<file path="config.mk">
export PLATFORM = sky130hd
export DESIGN_NAME = vec_sample_streamer
export DESIGN_NICKNAME = d
export VERILOG_FILES = /design/src/rtl/vec_stream_pkg.sv /design/src/rtl/vec_read_port.sv /design/src/rtl/vec_sample_streamer.sv
export SDC_FILE = /design/constraint.sdc
export NUM_CORES = 1
export LEC_CHECK = 0
export BUFFER_PORTS_ARGS = -buffer_cell sky130_fd_sc_hd__buf_2
export CAP_MARGIN = 0
export CORE_MARGIN = 2
export CORE_UTILIZATION = 53
export DETAILED_ROUTE_END_ITERATION = 16
export PLACE_DENSITY_LB_ADDON = 0.05
export SYNTH_ARGS = -nofsm -noshare
export SYNTH_HDL_FRONTEND = slang
export SYNTH_SLANG_ARGS = --single-unit
</file>
<file path="constraint.sdc">
create_clock -name clk -period 3.8 [get_ports clk]
set_input_delay 0.19 -clock clk [delete_from_list [all_inputs] [get_ports clk]]
set_output_delay 0.19 -clock clk [all_outputs]
set_load 0.02 [all_outputs]
</file>
<file path="src/rtl/vec_stream_pkg.sv">
// vec_stream_pkg
//   Shared types and default geometry for the vector sample streamer.
//   Default word is 128 bits carrying 16 lanes of 8-bit samples.
package vec_stream_pkg;

    localparam int VEC_DATA_W   = 128;
    localparam int VEC_SAMPLE_W = 8;
    localparam int LANES        = VEC_DATA_W / VEC_SAMPLE_W;
    localparam int LANE_W       = $clog2(LANES);

    typedef enum logic [1:0] {
        IDLE,
        FETCH,
        STREAM,
        DRAIN
    } state_t;

endpackage

</file>
<file path="src/rtl/vec_read_port.sv">
// vec_read_port
//   Read-only front end to the vector RAM port b. An issue presents the
//   address combinationally in the same cycle, so the RAM samples it on
//   that edge. A valid shift register tracks the read through the RAM
//   latency, and rd_valid rises in the cycle mem_q carries the word.
//
//   i_clk, i_reset   clock, synchronous active-high reset
//   i_flush          drop any in-flight read (abort)
//   i_issue          start a read of i_issue_addr this cycle
//   o_mem_addr       address to the RAM; holds the last issued address
//   i_mem_q          RAM read data
//   o_rd_valid       o_rd_data holds the word of the oldest read
//   o_rd_busy        a read is in flight (includes the o_rd_valid cycle)
module vec_read_port #(
    parameter int ADDR_W   = 15,
    parameter int DATA_W   = 128,
    parameter int READ_LAT = 1
) (
    input  logic              i_clk,
    input  logic              i_reset,
    input  logic              i_flush,
    input  logic              i_issue,
    input  logic [ADDR_W-1:0] i_issue_addr,
    output logic [ADDR_W-1:0] o_mem_addr,
    input  logic [DATA_W-1:0] i_mem_q,
    output logic              o_rd_valid,
    output logic [DATA_W-1:0] o_rd_data,
    output logic              o_rd_busy
);

    logic                w_issue;
    logic [READ_LAT:0]   w_vld_pipe;
    logic [READ_LAT:1]   r_vld_pipe;
    logic [ADDR_W-1:0]   r_addr;

    // A flushed or reset cycle never starts a read.
    assign w_issue    = i_issue && !i_flush && !i_reset;
    assign w_vld_pipe = {r_vld_pipe, w_issue};

    always_ff @(posedge i_clk) begin
        if (i_reset || i_flush) begin
            r_vld_pipe <= '0;
        end else begin
            r_vld_pipe <= w_vld_pipe[READ_LAT-1:0];
        end
    end

    always_ff @(posedge i_clk) begin
        if (i_reset) begin
            r_addr <= '0;
        end else if (w_issue) begin
            r_addr <= i_issue_addr;
        end
    end

    assign o_mem_addr = w_issue ? i_issue_addr : r_addr;
    assign o_rd_valid = r_vld_pipe[READ_LAT];
    assign o_rd_data  = i_mem_q;
    assign o_rd_busy  = |r_vld_pipe;

endmodule

</file>
<file path="src/rtl/vec_sample_streamer.sv">
// vec_sample_streamer
//   Drains 128-bit words from the vector RAM (port b, read-only) and
//   emits them as a valid/ready stream of 8-bit samples, lane 0 first.
//   A one-word prefetch buffer keeps a ready sink fed without bubbles
//   across word boundaries.
//
//   clk, reset       clock, synchronous active-high reset
//   start            pulse in IDLE: latch base_addr/num_words, begin
//   abort            stop the transfer, back to IDLE, no done pulse
//   base_addr        first word address
//   num_words        words to stream (0 -> immediate done)
//   busy             transfer in progress
//   done             one-cycle pulse after the last sample
//   mem_addr/mem_q   RAM port b address / read data
//   sample_out       current sample
//   sample_valid     sample_out valid
//   sample_ready     sink accepts when valid && ready
module vec_sample_streamer
    import vec_stream_pkg::*;
#(
    parameter int ADDR_W   = 15,
    parameter int DATA_W   = VEC_DATA_W,
    parameter int SAMPLE_W = VEC_SAMPLE_W,
    parameter int READ_LAT = 1
) (
    input  logic                clk,
    input  logic                reset,
    input  logic                start,
    input  logic                abort,
    input  logic [ADDR_W-1:0]   base_addr,
    input  logic [ADDR_W-1:0]   num_words,
    output logic                busy,
    output logic                done,
    output logic [ADDR_W-1:0]   mem_addr,
    input  logic [DATA_W-1:0]   mem_q,
    output logic [SAMPLE_W-1:0] sample_out,
    output logic                sample_valid,
    input  logic                sample_ready
);

    localparam int NLANES = DATA_W / SAMPLE_W;
    localparam int LW     = (NLANES > 1) ? $clog2(NLANES) : 1;
    localparam logic [LW-1:0] LAST_LANE = LW'(NLANES - 1);

    state_t                           r_state;
    logic [ADDR_W-1:0]                r_next_addr;
    logic [ADDR_W-1:0]                r_remain;     // words not yet fetched
    logic [DATA_W-1:0]                r_cur_buf;
    logic [DATA_W-1:0]                r_nxt_buf;
    logic                             r_nxt_valid;
    logic                             r_sample_valid;
    logic                             r_busy;
    logic                             r_done;
    logic [LW-1:0]                    r_lane;

    logic [NLANES-1:0][SAMPLE_W-1:0]  w_lanes;
    logic                             w_abort;
    logic                             w_hs;
    logic                             w_start_go;
    logic                             w_prefetch;
    logic                             w_issue;
    logic [ADDR_W-1:0]                w_issue_addr;
    logic                             w_rd_valid;
    logic                             w_rd_busy;
    logic [DATA_W-1:0]                w_rd_data;

    assign w_abort      = abort && (r_state != IDLE);
    assign w_hs         = r_sample_valid && sample_ready;
    assign w_start_go   = (r_state == IDLE) && start && (num_words != '0);
    // Only one read outstanding into nxt_buf at a time.
    assign w_prefetch   = (r_state == STREAM) && (r_remain != '0) &&
                          !r_nxt_valid && !w_rd_busy;
    assign w_issue      = w_start_go || w_prefetch;
    assign w_issue_addr = (r_state == IDLE) ? base_addr : r_next_addr;

    vec_read_port #(
        .ADDR_W   (ADDR_W),
        .DATA_W   (DATA_W),
        .READ_LAT (READ_LAT)
    ) u_rd (
        .i_clk        (clk),
        .i_reset      (reset),
        .i_flush      (w_abort),
        .i_issue      (w_issue),
        .i_issue_addr (w_issue_addr),
        .o_mem_addr   (mem_addr),
        .i_mem_q      (mem_q),
        .o_rd_valid   (w_rd_valid),
        .o_rd_data    (w_rd_data),
        .o_rd_busy    (w_rd_busy)
    );

    always_ff @(posedge clk) begin
        if (reset) begin
            r_state        <= IDLE;
            r_next_addr    <= '0;
            r_remain       <= '0;
            r_cur_buf      <= '0;
            r_nxt_buf      <= '0;
            r_nxt_valid    <= 1'b0;
            r_sample_valid <= 1'b0;
            r_busy         <= 1'b0;
            r_done         <= 1'b0;
            r_lane         <= '0;
        end else if (w_abort) begin
            // Abort wins over any handshake in the same cycle.
            r_state        <= IDLE;
            r_remain       <= '0;
            r_cur_buf      <= '0;
            r_nxt_buf      <= '0;
            r_nxt_valid    <= 1'b0;
            r_sample_valid <= 1'b0;
            r_busy         <= 1'b0;
            r_done         <= 1'b0;
            r_lane         <= '0;
        end else begin
            r_done <= 1'b0;
            case (r_state)
                IDLE: begin
                    if (start) begin
                        if (num_words == '0) begin
                            r_done <= 1'b1;
                        end else begin
                            r_next_addr <= base_addr + 1'b1;
                            r_remain    <= num_words - 1'b1;
                            r_busy      <= 1'b1;
                            r_state     <= FETCH;
                        end
                    end
                end
                FETCH: begin
                    if (w_rd_valid) begin
                        r_cur_buf      <= w_rd_data;
                        r_lane         <= '0;
                        r_sample_valid <= 1'b1;
                        r_state        <= STREAM;
                    end
                end
                STREAM: begin
                    if (w_prefetch) begin
                        r_next_addr <= r_next_addr + 1'b1;   // wraps mod 2^ADDR_W
                        r_remain    <= r_remain - 1'b1;
                    end
                    if (w_rd_valid) begin
                        r_nxt_buf   <= w_rd_data;
                        r_nxt_valid <= 1'b1;
                    end
                    if (w_hs) begin
                        if (r_lane != LAST_LANE) begin
                            r_lane <= r_lane + 1'b1;
                        end else if (r_nxt_valid) begin
                            // Word boundary with the next word ready: no bubble.
                            r_cur_buf   <= r_nxt_buf;
                            r_lane      <= '0;
                            r_nxt_valid <= 1'b0;
                        end else if ((r_remain != '0) || w_rd_busy) begin
                            // Sink outran the prefetch; wait for it to land.
                            r_sample_valid <= 1'b0;
                        end else begin
                            r_sample_valid <= 1'b0;
                            r_busy         <= 1'b0;
                            r_done         <= 1'b1;
                            r_state        <= DRAIN;
                        end
                    end else if (!r_sample_valid && r_nxt_valid) begin
                        r_cur_buf      <= r_nxt_buf;
                        r_lane         <= '0;
                        r_nxt_valid    <= 1'b0;
                        r_sample_valid <= 1'b1;
                    end
                end
                DRAIN: begin
                    r_state <= IDLE;
                end
                default: begin
                    r_state <= IDLE;
                end
            endcase
        end
    end

    assign w_lanes      = r_cur_buf;
    assign sample_out   = w_lanes[r_lane];
    assign sample_valid = r_sample_valid;
    assign busy         = r_busy;
    assign done         = r_done;

endmodule

</file>
# ---- After elaboration in Yosys (flattened, before gate mapping)
# Index checks and enable logic that the tools add are counted.
# Widths: inputs -> output; s select.
dict set report word_totals {
  reg_bits 312
  input_bits 163
  output_inout_bits 26
  wordCells 127
}
dict set report classes {
  n_addsub 5
  magnitude_cmp 1
  n_eq_ne 17
  mux 57
  n_bitwise 1
  reduce_logical 34
}
# operator n
set ops {}
lappend ops {{$mux 128} 5}
lappend ops {{$pmux 128 s2} 1}
lappend ops {{$mux 15} 8}
lappend ops {{$pmux 15 s2} 2}
lappend ops {{$bmux 8 s4} 1}
lappend ops {{$add 15x1->15 const B} 2}
lappend ops {{$reduce_bool 15->1} 2}
lappend ops {{$sub 15x1->15 const B} 2}
lappend ops {{$mux 1} 22}
lappend ops {{$mux 4} 5}
lappend ops {{$logic_not 15->1} 1}
lappend ops {{$reduce_and 5->1} 3}
lappend ops {{$mux 2} 7}
lappend ops {{$ne 2x2->1 const B} 7}
lappend ops {{$reduce_and 7->1} 2}
lappend ops {{$logic_and 1x1->1} 10}
lappend ops {{$ne 3x3->1 const B} 3}
lappend ops {{$mux 8} 1}
lappend ops {{$pmux 2 s4} 1}
lappend ops {{$pmux 4 s2} 1}
lappend ops {{$reduce_and 4->1} 2}
lappend ops {{$pmux 1 s2} 3}
lappend ops {{$reduce_bool 2->1} 3}
lappend ops {{$logic_not 1->1} 5}
lappend ops {{other kinds (13)} 16}

# ---- Longest topological paths before layout
dict set report depth {
  depth_word 8
  mapped_depth 16
  depth_no_buf 10
}

# ---- Hierarchy
# From an unflattened synthesis, not the netlist that was laid out.
dict set report hier_totals {
  hier_cells 1825
  area_unflattened_um2 15954.1
}
# mod instances cells_each area_each_um2 seq_area_each_um2
set by_module_without_submodules {}
lappend by_module_without_submodules {vec_sample_streamer 1 1611 14189.9 5925.7}
lappend by_module_without_submodules {vec_read_port 1 214 1764.2 320.3}

# ---- Worst setup path before layout
# Ideal clock, no wire load.
dict set report synth_path {
  path_type {reg-to-reg}
  start {register r_state[0]}
  end {register r_next_addr[12]}
  setup_ns 0.081
  arrival_ns 3.800
  required_ns 3.719
  setup_slack_ns -0.081
  stages_incl_launch_ff 15
  synth_period_minus_slack_ns 3.881
  cell_sequence {dfxtp_1 inv_1 ha_1 buf_2 buf_2 buf_2 buf_1 buf_1 mux2_2 ha_1 nand4_1 a21oi_1 o211ai_1 or4b_2 a41oi_1}
}
dict set report synth_between {
  elab_chain_cells 6
  elab_cells_between_ends 14
  cone_classes {eq/ne (4); mux (1); bitwise (1); reduce/logical (8)}
}
# element line
set synth_rtl {}
lappend synth_rtl {{start, declared} vec_sample_streamer.sv:45} ;# state_t r_state;
lappend synth_rtl {{start signal, assigned} vec_sample_streamer.sv:95} ;# r_state <= IDLE;
lappend synth_rtl {{start signal, assigned} vec_sample_streamer.sv:107} ;# r_state <= IDLE;
lappend synth_rtl {{start signal, assigned} vec_sample_streamer.sv:127} ;# r_state <= FETCH;
lappend synth_rtl {{$eq 2x2->1} {vec_sample_streamer.sv:71, vec_sample_streamer.sv:118}}
lappend synth_rtl {{$logic_and 1x1->1 (2 in a row)} vec_sample_streamer.sv:71} ;# assign w_prefetch = (r_state == STREAM) && (r_remain != '0) &&
lappend synth_rtl {{$logic_and 1x1->1} vec_sample_streamer.sv:72} ;# !r_nxt_valid && !w_rd_busy;
lappend synth_rtl {{$ne 2x2->1 (no line)} --}
lappend synth_rtl {{$reduce_and 5->1 (no line)} --}
lappend synth_rtl {{end signal, assigned} vec_sample_streamer.sv:124} ;# r_next_addr <= base_addr + 1'b1;
lappend synth_rtl {{end signal, assigned} vec_sample_streamer.sv:141} ;# r_next_addr <= r_next_addr + 1'b1;
lappend synth_rtl {{end, declared} vec_sample_streamer.sv:46} ;# logic [ADDR_W-1:0] r_next_addr;
# Parallel ways exist; a longest one is shown, timed or not.
# A chain may end at the register's enable or synchronous reset.

# ---- Worst setup path after layout
dict set report layout_path {
  start {register r_remain[10]}
  end {output port mem_addr[0]}
}
dict set report layout_between {
  elab_chain_cells 8
}
# element line
set layout_rtl {}
lappend layout_rtl {{start, declared} vec_sample_streamer.sv:47} ;# logic [ADDR_W-1:0] r_remain;
lappend layout_rtl {{start signal, assigned} vec_sample_streamer.sv:125} ;# r_remain <= num_words - 1'b1;
lappend layout_rtl {{start signal, assigned} vec_sample_streamer.sv:142} ;# r_remain <= r_remain - 1'b1;
lappend layout_rtl {{$reduce_bool 15->1} vec_sample_streamer.sv:71}
lappend layout_rtl {{$logic_and 1x1->1 (2 in a row)} vec_sample_streamer.sv:71}
lappend layout_rtl {{$logic_and 1x1->1} vec_sample_streamer.sv:72}
lappend layout_rtl {{$logic_or 1x1->1} vec_sample_streamer.sv:73} ;# assign w_issue = w_start_go || w_prefetch;
lappend layout_rtl {{$logic_and 1x1->1 (2 in a row)} vec_read_port.sv:37} ;# assign w_issue = i_issue && !i_flush && !i_reset;
lappend layout_rtl {{$mux 15} --}
lappend layout_rtl {{end, declared} vec_sample_streamer.sv:34} ;# output logic [ADDR_W-1:0] mem_addr,
# Every way passes these cells.

==> metrics.md <==
| Metric | Value |
|---|---|
| Outcome | completed |
| Number of global-route vias before repair | 12500 |
| Number of iterations in the first detailed-routing pass | 5 |
| Reg-to-reg slack, setup | 0.58 ns |
| Top-count cell post-synth | sky130_fd_sc_hd__dfxtp_1 |
| Total wire length after detailed routing | 41900 um |
| YS warnings | 0 |
| Number of placement rows | 61 |
| Number of nets still failing antenna checks after routing | 0 |
| Critical Path Source Type | flip-flop |
| Post-DR wirelength/cell | 18.1 um |
| Clock Skew | roughly 0.012 ns |
| Global placement routability congestion | between 0.8 and 0.9 |
| Number of max-cap violations | 0 |
| Transition at the pin with the smallest max-transition slack | 1.05 ns |
| Max-slew violation count | 0 |
| Antenna violations before repair | 2 |
| Proportion of netlist area held by the largest area contributor | 0.421 |
| Ordered list of cells on the worst path | or4_1 -> or4_4 -> o211a_4 -> o21a_4 -> nor2_1 -> a21oi_1 -> buf_2 |
| Core Box Area | 27700 sq um |
| Fraction of layout instances using a drive strength above 1 | 0.184 |
| Clock Tree Root | sky130_fd_sc_hd__clkbuf_16 |
| Final min period | about 3.4 ns |
| Maximum net fanout on the critical path | between 40 and 50 |
| Combined buffer and inverter count along the critical path | 1 |
| Htree depth | 2 |
| Count of unresolved DRC violations after routing | 0 |
| Cell area after layout | 18500 sq um |
| Post-CTS clock slew at the launch and capture registers of the worst setup and hold paths | about 0.06 ns |
| Setup fix buffers added after clock tree synthesis | 0 |
| Placement Cell Area | ~16000 sq um |
| CP peak stage delay | about 0.6 ns |
| Final setup violating endpoints | 0 |
| DRC marker count from the first detailed-route iteration | 1093 |
| Mapped cell area | 14800 sq um |
| Layout overhead on the synthesized area | 24.5% |
| Type of the setup path with the least slack | flip-flop to primary output |
| Overall die area | 29400 sq um |
| # nets final | 2081 |
| Register bit count reported by yosys | 312 |
| Type of destination of the critical path | primary output |
| Ports | 189 |
| Per-cell via count in the routed design | approximately 5.7 |
| Clock tree from TritonCTS | done |
| Unrepaired setup endpoints after global routing | no |
| Chip Width | 171 um |
| Top_reg_cell synth | sky130_fd_sc_hd__dfxtp_1 |
| Final clock period utilization by the worst path | 0.896 |
| Overall die height | ~170 um |
| Placed wire-length estimate | 26100 um |
| Relative max-transition margin | 0.301 |
| Maximum number of pins on one net before global-route repair | 147 |
| Async set-or-reset flop fraction in the synthesized netlist | 0 |
| Sequential cell area fraction in the yosys report | 0.421 |
| Class of the tightest hold or removal check | input pin to flip-flop |
| Area contributors post-synth | sky130_fd_sc_hd__dfxtp_1, sky130_fd_sc_hd__mux2i_1, sky130_fd_sc_hd__nand2_1 |
| Final standard cell utilization of the core | 0.667 |
| Gr usage total | 0.284 |
| Number of sinks driven by the clock tree | 312 |
| Synth cell types | between 70 and 80 |
| Global-route wire length before repair | 66500 um |
| Post-Syn Nets | 1845 |
| Final hold violations | 0 |
| Slowest cell on the critical path | sky130_fd_sc_hd__or4_1 |
| Leakage power summed over all cells | 6.50 nW |
| Family of cells with the greatest summed delay on the critical path | simple AND/OR/NAND/NOR gates |
| Top cell type by total area after synthesis | sky130_fd_sc_hd__dfxtp_1 |
| Post-synthesis instance total | 1675 |
| Setup TNS | 0 ns |
| Total global routing overflow | 0 |
| Count of flip-flops with a built-in enable after synthesis | 0 |
| Post-synth top cells | sky130_fd_sc_hd__dfxtp_1, sky130_fd_sc_hd__nand2_1, sky130_fd_sc_hd__a21oi_1 |
| CP Data Arrival Time | 3.22 ns |
| Fmax | 0.294 GHz |
| Bufs on Longest Clock Path | 3 |
| Post-Syn Area per Cell | 8.86 sq um |
| Effective utilization at floorplan | 0.536 |
| Max IR drop VDD | 0.000444 V |
| Worst hold slack | 0.0316 ns |
| Via Count | 13200 |
| TritonCTS Buffers | 34 |
| Port Buf Inserts | ~190 |
| Clock latency of the later-clocked register in the worst-skew pair | 0.51 ns |
| Required time at the worst-slack endpoint | ~3.6 ns |
| Areal power density over the cells | 692 nW/um^2 |
## layout make-up
| type | count | area (sq um) |
|---|---|---|
| fillers | 2326 | 9230 |
| clock buffers | 45 | 993 |
| repair buffers | 340 | 2480 |
| well taps | 378 | 473 |
| inverters | 9 | 33.8 |
| flip-flops and latches | 312 | 6250 |
| multi-input cells | 1214 | 8020 |
| diodes | 2 | 5.00 |
| clock inverters | 14 | 226 |
## state kept, by name, summed over array words and instances (netlist names)
register / count
r_cur_buf: 128
r_nxt_buf: 128
r_next_addr: 15
r_remain: 15
u_rd.r_addr: 15
r_lane: 4
r_state: 2
busy: 1
done: 1
r_nxt_valid: 1
sample_valid: 1
u_rd.o_rd_busy: 1
## what timing repair did
item                                    CTS  global route
hold buffers                            128             0
endpoints found under the setup margin    0             7
gates resized for setup                   0             1
endpoints found under the hold margin   128             0
## placed cells by master, fill, tap and decap left out, types with 4 or more instances in the layout
cell and count:
sky130_fd_sc_hd__dfxtp_1 311, sky130_fd_sc_hd__nand2_1 292, sky130_fd_sc_hd__buf_2 188, sky130_fd_sc_hd__a21oi_1 171, sky130_fd_sc_hd__nor2_1 162, sky130_fd_sc_hd__mux2i_1 155
sky130_fd_sc_hd__a211oi_1 129, sky130_fd_sc_hd__dlygate4sd3_1 128, sky130_fd_sc_hd__mux4_2 40, sky130_fd_sc_hd__clkbuf_16 35, sky130_fd_sc_hd__nand3_1 24, sky130_fd_sc_hd__o21ai_0 21
sky130_fd_sc_hd__buf_4 18, sky130_fd_sc_hd__a211oi_2 15, sky130_fd_sc_hd__nor3_1 14, sky130_fd_sc_hd__nor2b_1 14, sky130_fd_sc_hd__xnor2_1 12, sky130_fd_sc_hd__nor4_1 9
sky130_fd_sc_hd__inv_1 9, sky130_fd_sc_hd__nor2_2 9, sky130_fd_sc_hd__a31oi_1 9, sky130_fd_sc_hd__xor2_1 8, sky130_fd_sc_hd__clkbuf_8 8, sky130_fd_sc_hd__or3_1 7
sky130_fd_sc_hd__a22oi_1 7, sky130_fd_sc_hd__o211ai_1 6, sky130_fd_sc_hd__nand2b_1 6, sky130_fd_sc_hd__ha_1 6, sky130_fd_sc_hd__clkinv_2 6, sky130_fd_sc_hd__bufinv_16 6
sky130_fd_sc_hd__buf_12 6, sky130_fd_sc_hd__o22ai_1 5, sky130_fd_sc_hd__nand4_1 4, sky130_fd_sc_hd__or4_1 4, sky130_fd_sc_hd__o32ai_1 4, sky130_fd_sc_hd__a41oi_1 4
sky130_fd_sc_hd__nor4b_1 4, sky130_fd_sc_hd__or2_2 4, sky130_fd_sc_hd__and3_1 4
## metal layers
| metal | global-route usage | up-vias | routed length (um) |
|---|---|---|---|
| met4 | 0.110 | 2 | 1520 |
| met3 | 0.0389 | 86 | 1960 |
| met1 | 0.380 | 6251 | 18600 |
| met5 | 0 | - | 11 |
| li1 | - | 6481 | - |
| met2 | 0.466 | 348 | 19800 |
## per-stage QoR
stage	power (mW)	std cells	setup slack [ns]
CTS	12.8	2312	0.186
global route	13.5	2313	0.274
global placement	9.03	2125	0.699
detailed placement	9.10	2125	0.629
floorplan	7.92	1675	0.106
finish	12.8	2314	0.394
## power by group
part | switching [mW] | internal [mW]
clock network | 1.37 | 2.24
registers | 0.382 | 3.82
logic | 3.07 | 1.90
total | 4.81 | 7.96
## worst reg2reg max path, stage by stage (launching register included)
cell and delay [ns]:
sky130_fd_sc_hd__dfxtp_1 0.31, sky130_fd_sc_hd__inv_1 0.15, sky130_fd_sc_hd__ha_4 0.43, sky130_fd_sc_hd__mux2_2 0.26, sky130_fd_sc_hd__ha_1 0.25, sky130_fd_sc_hd__nand4_1 0.18, sky130_fd_sc_hd__a21o_1 0.22, sky130_fd_sc_hd__or4b_2 0.72
sky130_fd_sc_hd__nor4b_1 0.29, sky130_fd_sc_hd__a21oi_1 0.07, sky130_fd_sc_hd__a41oi_1 0.25
## cells by family (layout without fill, tap and decap cells)
kind of cell / Yosys count / count (layout) / synth area share
and+or+nand+nor: 578 / 578 / 0.167
AOI/OAI and AO/OA: 411 / 411 / 0.184
DFF: 312 / 312 / 0.421
muxes: 198 / 198 / 0.168
buffers and inverters: 149 / 408 / 0.0422
xor gates and xnor gates: 20 / 20 / 0.0118
adders and majority gates: 7 / 7 / 0.00590
other: 0 / 2 / 0
## path summary, 6_finish.rpt
| kind | startpoint | end | depth (start not counted) |
|---|---|---|---|
| max reg2reg | r_state[0] | r_next_addr[14] | 10 |
| max | r_remain[10] | mem_addr[0] | 7 |
| min reg2reg | r_nxt_buf[50] | r_nxt_buf[50] | 2 |
| min | base_addr[14] | r_next_addr[14] | 3 |
(Power assumes the default switching activity.)
